===== src/rtl/axa_operand_loader_pkg.sv =====
// axa_operand_loader_pkg
// Shared definitions for the 2x2 operand loader: FSM state encoding,
// operand slot indices (A11..B22 = 0..7), the FP32 exponent-all-ones
// pattern used to spot Inf/NaN, and the default RUN timeout.
package axa_operand_loader_pkg;

  typedef enum logic [1:0] {
    ST_LOAD  = 2'd0,
    ST_RUN   = 2'd1,
    ST_ACK   = 2'd2,
    ST_DRAIN = 2'd3
  } state_t;

  localparam int NUM_OPS = 8;
  localparam int WORD_W  = 32;

  localparam logic [2:0] IDX_A11 = 3'd0;
  localparam logic [2:0] IDX_A12 = 3'd1;
  localparam logic [2:0] IDX_A21 = 3'd2;
  localparam logic [2:0] IDX_A22 = 3'd3;
  localparam logic [2:0] IDX_B11 = 3'd4;
  localparam logic [2:0] IDX_B12 = 3'd5;
  localparam logic [2:0] IDX_B21 = 3'd6;
  localparam logic [2:0] IDX_B22 = 3'd7;

  localparam logic [7:0] FP_EXP_ALL_ONES = 8'hFF;

  localparam int DEF_TIMEOUT_CYCLES = 64;

  // Inf and NaN share the all-ones exponent field [30:23]
  function automatic logic is_inf_nan(input logic [WORD_W-1:0] w);
    return (w[30:23] == FP_EXP_ALL_ONES);
  endfunction

endpackage


===== src/rtl/axa_timeout_counter.sv =====
// axa_timeout_counter
// Free-running up counter with synchronous clear and a terminal-count flag.
//   clk, rst_n : clock, async active-low reset
//   en         : count this cycle
//   clr        : force count to 0 (wins over en)
//   tc         : count equals TERMINAL
module axa_timeout_counter #(
  parameter int W        = 8,
  parameter int TERMINAL = 63
) (
  input  logic clk,
  input  logic rst_n,
  input  logic en,
  input  logic clr,
  output logic tc
);

  logic [W-1:0] cnt_q;

  always_ff @(posedge clk or negedge rst_n) begin
    if (!rst_n)     cnt_q <= '0;
    else if (clr)   cnt_q <= '0;
    else if (en)    cnt_q <= cnt_q + 1'b1;
  end

  assign tc = (cnt_q == W'(TERMINAL));

endmodule


===== src/rtl/axa_operand_loader.sv =====
// axa_operand_loader
// Collects eight FP32 words into the A/B operand registers of a 2x2 adder,
// fires Start, waits for Stable (with timeout), acknowledges and drains.
//   input_Clk, input_Reset        : clock, async active-low reset
//   input_Word/_Valid, output_Word_Ready : operand stream (accepted in LOAD only)
//   output_A11..A22, output_B11..B22    : registered operands
//   output_Start, input_Stable, output_C_Ack : adder handshake
//   output_Busy, output_Error     : status (Error is sticky until next accepted word)
// Optional: define AXA_LOADER_NAN_CHECK_EN to reject word sets containing Inf/NaN.
module axa_operand_loader
  import axa_operand_loader_pkg::*;
#(
  parameter int TIMEOUT_CYCLES = DEF_TIMEOUT_CYCLES
) (
  input  logic        input_Clk,
  input  logic        input_Reset,
  input  logic [31:0] input_Word,
  input  logic        input_Word_Valid,
  output logic        output_Word_Ready,
  output logic [31:0] output_A11,
  output logic [31:0] output_A12,
  output logic [31:0] output_A21,
  output logic [31:0] output_A22,
  output logic [31:0] output_B11,
  output logic [31:0] output_B12,
  output logic [31:0] output_B21,
  output logic [31:0] output_B22,
  output logic        output_Start,
  input  logic        input_Stable,
  output logic        output_C_Ack,
  output logic        output_Busy,
  output logic        output_Error
);

  state_t state_q, state_d;
  logic [2:0] idx_q;
  logic [NUM_OPS-1:0][WORD_W-1:0] ops_q;
  logic err_q, err_d;

  logic accept, last_word, nan_hit, tmo_tc, tmo_hit;

  assign accept    = (state_q == ST_LOAD) && input_Word_Valid;
  assign last_word = accept && (idx_q == IDX_B22);

  // Count only while in RUN; held at zero elsewhere so every RUN starts fresh
  axa_timeout_counter #(
    .W        (8),
    .TERMINAL (TIMEOUT_CYCLES - 1)
  ) u_tmo (
    .clk   (input_Clk),
    .rst_n (input_Reset),
    .en    (state_q == ST_RUN),
    .clr   (state_q != ST_RUN),
    .tc    (tmo_tc)
  );

  // Stable takes priority over a coincident timeout
  assign tmo_hit = (state_q == ST_RUN) && tmo_tc && !input_Stable;

`ifdef AXA_LOADER_NAN_CHECK_EN
  // Inspect the seven stored operands plus the word being accepted now
  always_comb begin
    nan_hit = is_inf_nan(input_Word);
    for (int i = 0; i < NUM_OPS - 1; i++)
      if (is_inf_nan(ops_q[i])) nan_hit = 1'b1;
  end
`else
  assign nan_hit = 1'b0;
`endif

  always_comb begin
    state_d = state_q;
    case (state_q)
      ST_LOAD:  if (last_word && !nan_hit) state_d = ST_RUN;
      ST_RUN:   if (input_Stable)          state_d = ST_ACK;
                else if (tmo_tc)           state_d = ST_LOAD;
      ST_ACK:                              state_d = ST_DRAIN;
      ST_DRAIN: if (!input_Stable)         state_d = ST_LOAD;
      default:                             state_d = ST_LOAD;
    endcase
  end

  always_comb begin
    err_d = err_q;
    if (accept)                err_d = 1'b0;
    if (tmo_hit)               err_d = 1'b1;
    if (last_word && nan_hit)  err_d = 1'b1;
  end

  always_ff @(posedge input_Clk or negedge input_Reset) begin
    if (!input_Reset) begin
      state_q <= ST_LOAD;
      idx_q   <= IDX_A11;
      ops_q   <= '0;
      err_q   <= 1'b0;
    end else begin
      state_q <= state_d;
      err_q   <= err_d;
      if (accept) begin
        ops_q[idx_q] <= input_Word;
        idx_q        <= idx_q + 3'd1;  // wraps 7 -> 0
      end
    end
  end

  assign output_Word_Ready = (state_q == ST_LOAD);
  assign output_Start      = (state_q == ST_RUN);
  assign output_C_Ack      = (state_q == ST_ACK);
  assign output_Busy       = (state_q != ST_LOAD);
  assign output_Error      = err_q;

  assign output_A11 = ops_q[IDX_A11];
  assign output_A12 = ops_q[IDX_A12];
  assign output_A21 = ops_q[IDX_A21];
  assign output_A22 = ops_q[IDX_A22];
  assign output_B11 = ops_q[IDX_B11];
  assign output_B12 = ops_q[IDX_B12];
  assign output_B21 = ops_q[IDX_B21];
  assign output_B22 = ops_q[IDX_B22];

endmodule


===== config.mk =====
export PLATFORM = sky130hd
export DESIGN_NAME = axa_operand_loader
export DESIGN_NICKNAME = d
export VERILOG_FILES = /design/src/rtl/axa_operand_loader_pkg.sv /design/src/rtl/axa_timeout_counter.sv /design/src/rtl/axa_operand_loader.sv
export SDC_FILE = /design/constraint.sdc
export NUM_CORES = 1
export LEC_CHECK = 0
export CORE_MARGIN = 2
export CORE_UTILIZATION = 45
export CTS_CLUSTER_DIAMETER = 40
export DETAILED_ROUTE_END_ITERATION = 8
export GPL_ROUTABILITY_DRIVEN = 0
export PLACE_DENSITY = 0.76
export SETUP_SLACK_MARGIN = 0.15
export SLEW_MARGIN = 10
export SYNTH_ARGS = -nofsm -noshare
export SYNTH_HDL_FRONTEND = slang
export SYNTH_SLANG_ARGS = --single-unit

===== constraint.sdc =====
create_clock -name input_Clk -period 2.9 [get_ports input_Clk]
set_clock_uncertainty 0.15 [all_clocks]
set_input_delay 0.725 -clock input_Clk [delete_from_list [all_inputs] [get_ports input_Clk]]
set_output_delay 0.725 -clock input_Clk [all_outputs]
set_load 0.005 [all_outputs]

==> metrics, run 1 <==
IO buf count=296; CP Launch Type=register; largest net degree at the start of global routing=80; pwr dens=1141 mW/mm^2; vias=6,380; CP Class=reg2out; sequential power share=36.9%; FF-to-FF setup slack=0.95 ns; worst ir drop on vdd=645.2 uV; Final Slew Violations=0; post_cts resized=0; Die ar.=0.02407 sq mm; Max-slew headroom=56.63%; Leak=6.770 nW; Tmin final=2.634 ns; Via density=5.088; cts bufs inserted=37; warnings from Yosys=0; combinational share of power=36.4%; delay-heaviest family, CP=buffers and inverters; hold buffers post-CTS=0; Max Fanout on Critical Path=7; Synth Net Count=648; Min-Delay Path Class=in2async; top cell type's share of synthesized area=65.71%; drt first pass iters=4; post-CTS setup buffer count=0; sw power=4.553 mW; Synth area leaders=dfrtp_1 (66%), mux2_2 (24%), mux2_4 (4.4%), mux2_1 (1.4%), buf_2 (0.88%); worst-margin pin slew=0.6505 ns; Cell variety after synth=30; global route overflow=0; ANT nets after route=0; worst-path cell chain=nand2b_1, inv_1, clkdlybuf4s50_1; slowest stage delay, CP=0.50 ns; synthesized area=0.01028 sq mm; Post-synth top flop=dfrtp_1; CP max stage cell=clkdlybuf4s50_1; initial antenna violation count=0; die height=155.2 um; clock sink count=270; drt drc=0; Worst-Skew Late Latency=0.51 ns; Nets=982; fmax=0.3797 GHz; Buf/Inv on CP=2; maxcap violations=0; Worst setup EP type=output pin; vias in the first global route=6,882; Yosys reg bits=270; syn_area_per_cell=16.88 sq um; WL/cell=21.49 um; PnR Total Power=17.21 mW; core area=0.02250 sq mm; first-pass GRT wire length=42.10 mm; Post-synth top cells=dfrtp_1 (270), mux2_2 (215), mux2_4 (30); RSZ-0062 raised after global routing=no; Bufs on Longest Clock Path=3; synthesized netlist cell count=609; Internal Pwr Total=12.65 mW; area growth from synthesis to layout=46.64%; # H-tree levels=2; DR iter-0 viols=264; count leader, synth=dfrtp_1; post-detail-place hpwl=18.31 mm; Hold Vio Cnt, Final=0; Sw Ratio=26.46%; GRT Total Usage=22.82%; Ports=297; Die X=155.2 um; required time of the critical path=2.03 ns; Reg clk slew, reported paths=0.05 ns; row count=55; final setup TNS=0 ns; status=finished, final reports clean; clk root buf=clkbuf_16; CTS tree=yes; fin crit share=90.81%; arrival time at the worst endpoint=1.76 ns; EDFF count, synth=0; async set or reset register ratio after synthesis=100.0%; antenna diode count=0; post-synth top area cell=dfrtp_1; initial core utilization=45.69%; register area share after synthesis=65.71%; drt total wl=26.95 mm; clock power share=26.7%; final setup vio count=0; layout cells sized above 1=35.60%
[worst paths after layout]
check | end | depth (start not counted) | start
max in group asynchronous | output_A21[13] | 2 | input_Reset
min reg2reg | u_tmo.cnt_q[0] | 1 | u_tmo.cnt_q[0]
min | u_tmo.cnt_q[4] | 1 | input_Reset
max reg2reg | output_B22[15] | 4 | register
min in group input_Clk | u_tmo.cnt_q[0] | 1 | u_tmo.cnt_q[0]
max | output_Start | 3 | register
[final cells by class]
| type | instances | area (sq um) |
|---|---|---|
| Multi-Input combinational cell | 309 | 3352 |
| Sequential cell | 270 | 6756 |
| Clock inverter | 19 | 235.2 |
| Clock buffer | 46 | 1041 |
| Timing Repair Buffer | 322 | 3326 |
| Inverter | 3 | 11.26 |
| Tap cell | 285 | 356.6 |
| Fill cell | 1578 | 7425 |
[metal layers]
metal | GRT usage, % | share of wire (%)
met4 | 6.570 | 2.4
met5 | 0 | 0
met3 | 8.217 | 8.1
met2 | 37.14 | 47
met1 | 28.95 | 42
[worst reg2reg max path, stage by stage (launching register included)]
cell	delay, ns
dfrtp_1	0.45
and4bb_1	0.41
and3_2	0.28
buf_12	0.19
mux2_4	0.33
[state kept, by name (all words and copies together), names as in the netlist, named ones only]
signal	count
output_A11	32
output_B21	32
output_Error	1
output_A22	32
output_B12	32
state_q	1
output_B22	32
output_A12	32
output_B11	32
u_tmo.cnt_q	8
idx_q	3
output_A21	32
[cells by family after synthesis]
group | share of synthesized area, %
compound gates | 0.5841
xor+xnor | 0.3408
simple gates | 1.789
mux | 29.35
flops | 65.71
buf+inv | 1.862
fa+ha+maj | 0.3651
[cells in the final DEF, fill, tap and decap left out, types with 4 or more instances in the layout]
cell / count
mux2_1: 13
buf_4: 13
clkbuf_16: 38
clkbuf_8: 6
clkinv_2: 4
bufinv_16: 4
mux2_4: 30
a21oi_1: 4
clkinvlp_4: 7
dfrtp_1: 270
mux2_2: 215
nor2_1: 7
clkdlybuf4s50_1: 295
buf_12: 13
nand2_2: 6
[power by group through the flow]
stage / Clock [mW] / Sequential, mW / Combinational (mW)
3_3_place_gp: 0 / 6.31 / 6.18
3_5_place_dp: 0 / 6.38 / 6.29
4_1_cts: 4.67 / 6.36 / 6.34
2_1_floorplan: 0 / 6.42 / 1.99
5_1_grt: 4.86 / 6.57 / 6.65
6_report: 4.59 / 6.35 / 6.26
[through the flow]
step / setup WS [ns] / hold WS, ns / cells / util [%] / cell area [sq um]
2_1_floorplan: 0.8619 / 0.2794 / 609 / - / 10280
3_3_place_gp: 0.2309 / 0.3185 / 1189 / 61.33 / 13800
4_1_cts: 0.2375 / 0.06676 / 1254 / 67.01 / 15080
3_5_place_dp: 0.1842 / 0.3246 / 1189 / 61.33 / 13800
5_1_grt: 0.1703 / 0.07991 / 1254 / 67.01 / 15080
6_report: 0.2664 / 0.04509 / 1254 / 67.01 / 15080
(Power assumes the default switching activity.)
==> run 2, diff against run 1 <==
--- a/config.mk
+++ b/config.mk
@@ -5,8 +5,10 @@
 export SDC_FILE = /design/constraint.sdc
 export NUM_CORES = 1
 export LEC_CHECK = 0
-export CORE_MARGIN = 2
+export CORE_ASPECT_RATIO = 0.5
+export CORE_MARGIN = 4
 export CORE_UTILIZATION = 45
+export CTS_BUF_LIST = sky130_fd_sc_hd__clkbuf_2
 export CTS_CLUSTER_DIAMETER = 40
 export DETAILED_ROUTE_END_ITERATION = 8
 export GPL_ROUTABILITY_DRIVEN = 0
==> run 2 against run 1 <==
Against the previous run: combinational power shrank 1%; cell count grew 5.9%; count of clock-buffer cells in the layout grew 48; largest power group unchanged; first-iteration DRC count grew 18%; worst setup slack gained 0.0041 ns; global-route usage shrank 1.3 points; flip-flop and latch count is the same; sequential share of layout area grew 0.87 points; sequential power shrank 0.8%.
==> metrics, run 2 (synthesized netlist as in run 1, its figures left out) <==
drt total wl=28.14 mm (+4.4%); Final Slew Violations=0 (unchanged); fin cells=1,328 (+5.9%); CP Launch Type=register; initial core utilization=46.61% (+0.91 points); Min-Delay Path Class=in2async; WL/cell=21.19 um (-1.4%); status=finished, final reports clean; GRT Total Usage=21.57% (-1.3 points); Crit path depth=1 (-2); pwr dens=1002 mW/mm^2 (-12%); cts bufs inserted=58 (+57%); commonest non-fill, non-tap cell in the layout=dfrtp_1; area growth from synthesis to layout=43.90%; worst ir drop on vdd=638.7 uV (-1.0%); # H-tree levels=2 (unchanged); initial antenna violation count=1 (+1); vias in the first global route=7,179 (+4.3%); drt drc=0 (unchanged); slowest stage delay, CP=0.56 ns (+0.06 ns); worst-path cell chain=clkdlybuf4s50_1; clock sink count=270 (unchanged); Max-slew headroom=66.92% (+10 points); worst reg2reg path depth=6 (+2); crit path setup slack, layout=0.2705 ns (+0.004073 ns); Die X=221.8 um (+43%); row count=38 (-31%); delay-heaviest family, CP=buffers and inverters; Buf/Inv on CP=1 (-1); Die ar.=0.02548 sq mm (+5.8%); RSZ-0062 raised after global routing=yes; CP max stage cell=clkdlybuf4s50_1; Worst-Skew Late Latency=0.85 ns (+0.34 ns); Via density=4.980 (-2.1%); largest net degree at the start of global routing=73 (-8.8%); drt first pass iters=4 (unchanged); maxcap violations=0 (unchanged); Leak=8.419 nW (+24%); vias=6,613 (+3.7%); clk root buf=clkbuf_2; fmax=0.3803 GHz (+0.16%); final setup TNS=0 ns (unchanged); final setup vio count=0 (unchanged); worst-margin pin slew=0.4963 ns (-0.1543 ns); post-detail-place hpwl=19.11 mm (+4.3%); Post-Place Cells=1,202 (+1.1%); DP Worst Slack=0.1680 ns (-0.01614 ns); Hold Vio Cnt, Final=0 (unchanged); die height=114.9 um (-26%); Nets=1,026 (+4.5%); DR iter-0 viols=312 (+18%); ANT nets after route=0 (unchanged); CP startpoint=output_B21[15]; Worst setup EP type=output pin; first-pass GRT wire length=42.63 mm (+1.2%); IO buf count=296 (unchanged); fin crit share=90.67% (-0.14 points); Bufs on Longest Clock Path=3 (unchanged); Max Fanout on Critical Path=2 (-5); Tmin final=2.629 ns (-0.004073 ns); Reg clk slew, reported paths=0.12 ns (+0.07 ns); R2R Path Start=state_q[0]; CTS tree=yes; layout cells sized above 1=39.82% (+4.2 points); CP Class=reg2out; commonest non-fill, non-tap cells in the layout=dfrtp_1 (268), mux2_2 (215), clkdlybuf4s50_1 (130); Ports=297 (unchanged); global route overflow=0 (unchanged); core area=0.02206 sq mm (-2.0%); arrival time at the worst endpoint=1.75 ns (about the same); required time of the critical path=2.03 ns (about the same)
-- run 2: through the flow --
stage / hold slack [ns] / power, mW / util [%] / cell area [sq um]
after global placement: 0.3146 / 12.55 / 62.64 / 13820
after CTS: 0.1659 / 15.08 / 65.09 / 14360
after detailed placement: 0.3284 / 12.76 / 62.64 / 13820
final: 0.2631 / 14.83 / 67.07 / 14800
after floorplan: 0.2794 / 8.408 / - / 10280
after global routing: 0.1882 / 15.75 / 67.07 / 14800
-- run 2: layout make-up --
type | count | area (sq um)
Fill cell | 1604 | 7264
Clock buffer | 94 | 470.5
Tap cell | 300 | 375.4
Sequential cell | 270 | 6759
Multi-Input combinational cell | 309 | 3369
Timing Repair Buffer | 345 | 3759
Clock inverter | 6 | 50.05
Antenna cell | 1 | 2.502
Inverter | 3 | 11.26
-- run 2: path summary, 6_finish.rpt --
kind	end	slack [ns]
setup reg to reg	output_B22[0]	0.64
setup / recovery	output_B21[15]	0.27
hold reg to reg	output_B21[25]	0.35
max in group asynchronous	output_A12[1]	1.58
hold / removal	output_B22[18]	0.26
min in group input_Clk	output_B21[25]	0.35
-- run 2: where the power goes --
group	internal [mW]	switching, mW
registers	5.41	0.887
clock network	0.922	1.44
logic	4.10	2.07
-- run 2: what timing repair did --
item                                   CTS  global route
resized for setup                       57           126
pin swaps                                1             1
buffers inserted                         7            17
gates cloned                             0             0
hold buffers                             1             0
setup endpoints to repair               46           133
endpoints found under the hold margin   57             0
-- run 2: layer usage --
| layer | global-route usage (%) | vias up | wire, um |
|---|---|---|---|
| met4 | 7.349 | 0 | 653 |
| met3 | 6.454 | 38 | 1488 |
| met5 | 0 | - | 0 |
| met1 | 26.06 | 3442 | 11370 |
| li1 | - | 2964 | - |
| met2 | 37.73 | 169 | 14630 |
-- run 2: worst reg2reg max path, stage by stage, from the launching register on --
cell      delay (ns)
dfrtp_2         0.44
buf_4           0.16
buf_4           0.14
and4bb_1        0.36
and3_2          0.30
buf_4           0.24
mux2_2          0.35
==> run 3, diff against run 2 <==
--- a/config.mk
+++ b/config.mk
@@ -6,7 +6,7 @@
 export NUM_CORES = 1
 export LEC_CHECK = 0
 export CORE_ASPECT_RATIO = 0.5
-export CORE_MARGIN = 4
+export CORE_MARGIN = 2
 export CORE_UTILIZATION = 45
 export CTS_BUF_LIST = sky130_fd_sc_hd__clkbuf_2
 export CTS_CLUSTER_DIAMETER = 40
==> run 3 against run 2 <==
Against the previous run: non-clock buffer count shrank 9; sequential power is essentially flat; critical path type unchanged; largest cell class unchanged; count of clock-buffer cells in the layout shrank 12; clock power shrank 2%; cell count grew 0.45%; global-route usage grew 1.4 points; routed wire length shrank 2.8%; final area shrank 1.2%; worst setup slack gained 0.018 ns; sequential share of layout area grew 0.54 points; fmax grew 0.70%; core utilization shrank 2.5 points.
==> metrics, run 3 (synthesized netlist as in run 1, its figures left out) <==
# H-tree levels=2 (unchanged); combinational share of power=42.2% (+0.6 points); slowest stage delay, CP=0.53 ns (-0.03 ns); Tmin final=2.611 ns (-0.01829 ns); row count=39 (+2.6%); worst reg2reg path depth=6 (unchanged); CTS tree=yes; pwr dens=1020 mW/mm^2 (+1.7%); fin area=0.01462 sq mm (-1.2%); worst-path cell chain=clkdlybuf4s50_1; Max Fanout on Critical Path=2 (unchanged); clock sink count=270 (unchanged); area growth from synthesis to layout=42.21%; Reg clk slew, reported paths=0.13 ns (about the same); Die ar.=0.02415 sq mm (-5.2%); WL/cell=20.50 um (-3.3%); largest net degree at the start of global routing=63 (-14%); Met3 Routed Length=1.387 mm (-6.8%); Leak=7.504 nW (-11%); drt drc=0 (unchanged); Bufs on Longest Clock Path=3 (unchanged); maxcap violations=0 (unchanged); final setup TNS=0 ns (unchanged); Layout Utilization=64.58% (-2.5 points); Post-Place Cells=1,209 (+0.58%); Min-Delay Path Class=in2async; DR iter-0 viols=266 (-15%); wl on met1=11.60 mm (+2.0%); cts bufs inserted=58 (unchanged); initial core utilization=45.41% (-1.2 points); Die X=217.8 um (-1.8%); final setup vio count=0 (unchanged); hold slack=0.2990 ns (+0.03588 ns); worst ir drop on vdd=517.7 uV (-19%); delay-heaviest family, CP=buffers and inverters; initial antenna violation count=1 (unchanged); required time of the critical path=2.03 ns (about the same); PnR Total Power=14.91 mW (+0.55%); worst-margin pin slew=0.5004 ns (+0.004125 ns); core area=0.02264 sq mm (+2.6%); status=finished, final reports clean; IO buf count=296 (unchanged); Final Slew Violations=0 (unchanged); Sw Ratio=29.32% (-0.33 points); met2 WL post-DR=13.94 mm (-4.7%); sequential power share=42.3% (-0.2 points); commonest non-fill, non-tap cells in the layout=dfrtp_1 (268), clkdlybuf4s50_1 (224), mux2_2 (215); CP Launch Type=register; Nets=1,017 (-0.88%); ANT nets after route=0 (unchanged); Ports=297 (unchanged); Top Layer Used=met4; RSZ-0062 raised after global routing=no; sw power=4.372 mW (-0.56%); Internal Pwr Total=10.54 mW (+1.0%); Max-slew headroom=66.64% (-0.28 points); Worst-Skew Late Latency=0.83 ns (-0.02 ns); DP Worst Slack=0.1856 ns (+0.01752 ns); Via density=4.945 (-0.69%); die height=110.9 um (-3.5%); fin crit share=90.04% (-0.63 points); layout cells sized above 1=37.87% (-2.0 points); clock power share=15.5% (-0.4 points); Crit path depth=1 (unchanged); CP Class=reg2out; Buf/Inv on CP=1 (unchanged); drt first pass iters=4 (unchanged); clk root buf=clkbuf_2; vias=6,597 (-0.24%); GRT Total Usage=22.95% (+1.4 points); Worst setup EP type=output pin; drt total wl=27.34 mm (-2.8%); post-detail-place hpwl=18.72 mm (-2.0%); Hold Vio Cnt, Final=0 (unchanged); global route overflow=0 (unchanged); Placed Instance Area=0.01380 sq mm (-0.12%); fmax=0.3830 GHz (+0.70%); vias in the first global route=7,305 (+1.8%); CP max stage cell=clkdlybuf4s50_1; fin cells=1,334 (+0.45%); crit path setup slack, layout=0.2888 ns (+0.01829 ns); first-pass GRT wire length=42.59 mm (about the same); commonest non-fill, non-tap cell in the layout=dfrtp_1; arrival time at the worst endpoint=1.74 ns (about the same)
## run 3: changes by cell type in the layout (fill, tap and decap cells not counted), sizes merged
cell	delta
dlygate4sd2	-38
buf	-10
clkdlybuf4s50	+94
diode	+4
dlymetal6s2s	-55
clkbuf	-12
inv	+2
clkinv	+14
## run 3: what timing repair did
action / CTS / global route
endpoints found under the setup margin: 5 / 76
pin swaps: 0 / 1
resized for setup: 11 / 71
hold buffers: 1 / 0
endpoints found under the hold margin: 61 / 0
setup buffers: 3 / 12
## run 3: final timing paths
kind,from,to,slack [ns]
min in group input_Clk,output_B21[30],output_B21[30],0.35
max reg2reg,register,output_B22[31],0.66
min reg2reg,output_B21[30],output_B21[30],0.35
max in group asynchronous,input_Reset,output_A21[17],1.55
max,output_A21[29],output_A21[29],0.29
min,input_Reset,idx_q[0],0.30
## run 3: area by class of cell
| class | count | area [sq um] |
|---|---|---|
| Antenna cell | 5 | 12.51 |
| Clock buffer | 82 | 410.4 |
| Clock inverter | 22 | 110.1 |
| Fill cell | 1688 | 8019 |
| Inverter | 3 | 11.26 |
| Multi-Input combinational cell | 309 | 3362 |
| Sequential cell | 270 | 6759 |
| Tap cell | 307 | 384.1 |
| Timing Repair Buffer | 336 | 3573 |
## run 3: per-layer routing
layer / GRT usage [%] / up-vias
met5: 0 / -
met4: 5.850 / 0
met3: 6.008 / 38
met2: 39.15 / 162
met1: 29.27 / 3448
li1: - / 2949
## run 3: power groups by stage
stage                     clock (mW)  combinational (mW)  sequential [mW]
after floorplan                    0                1.99             6.42
after global placement             0                6.17             6.30
after detailed placement           0                6.31             6.40
after CTS                       2.41                6.36             6.33
after global routing            2.61                6.65             6.51
final                           2.31                6.29             6.31
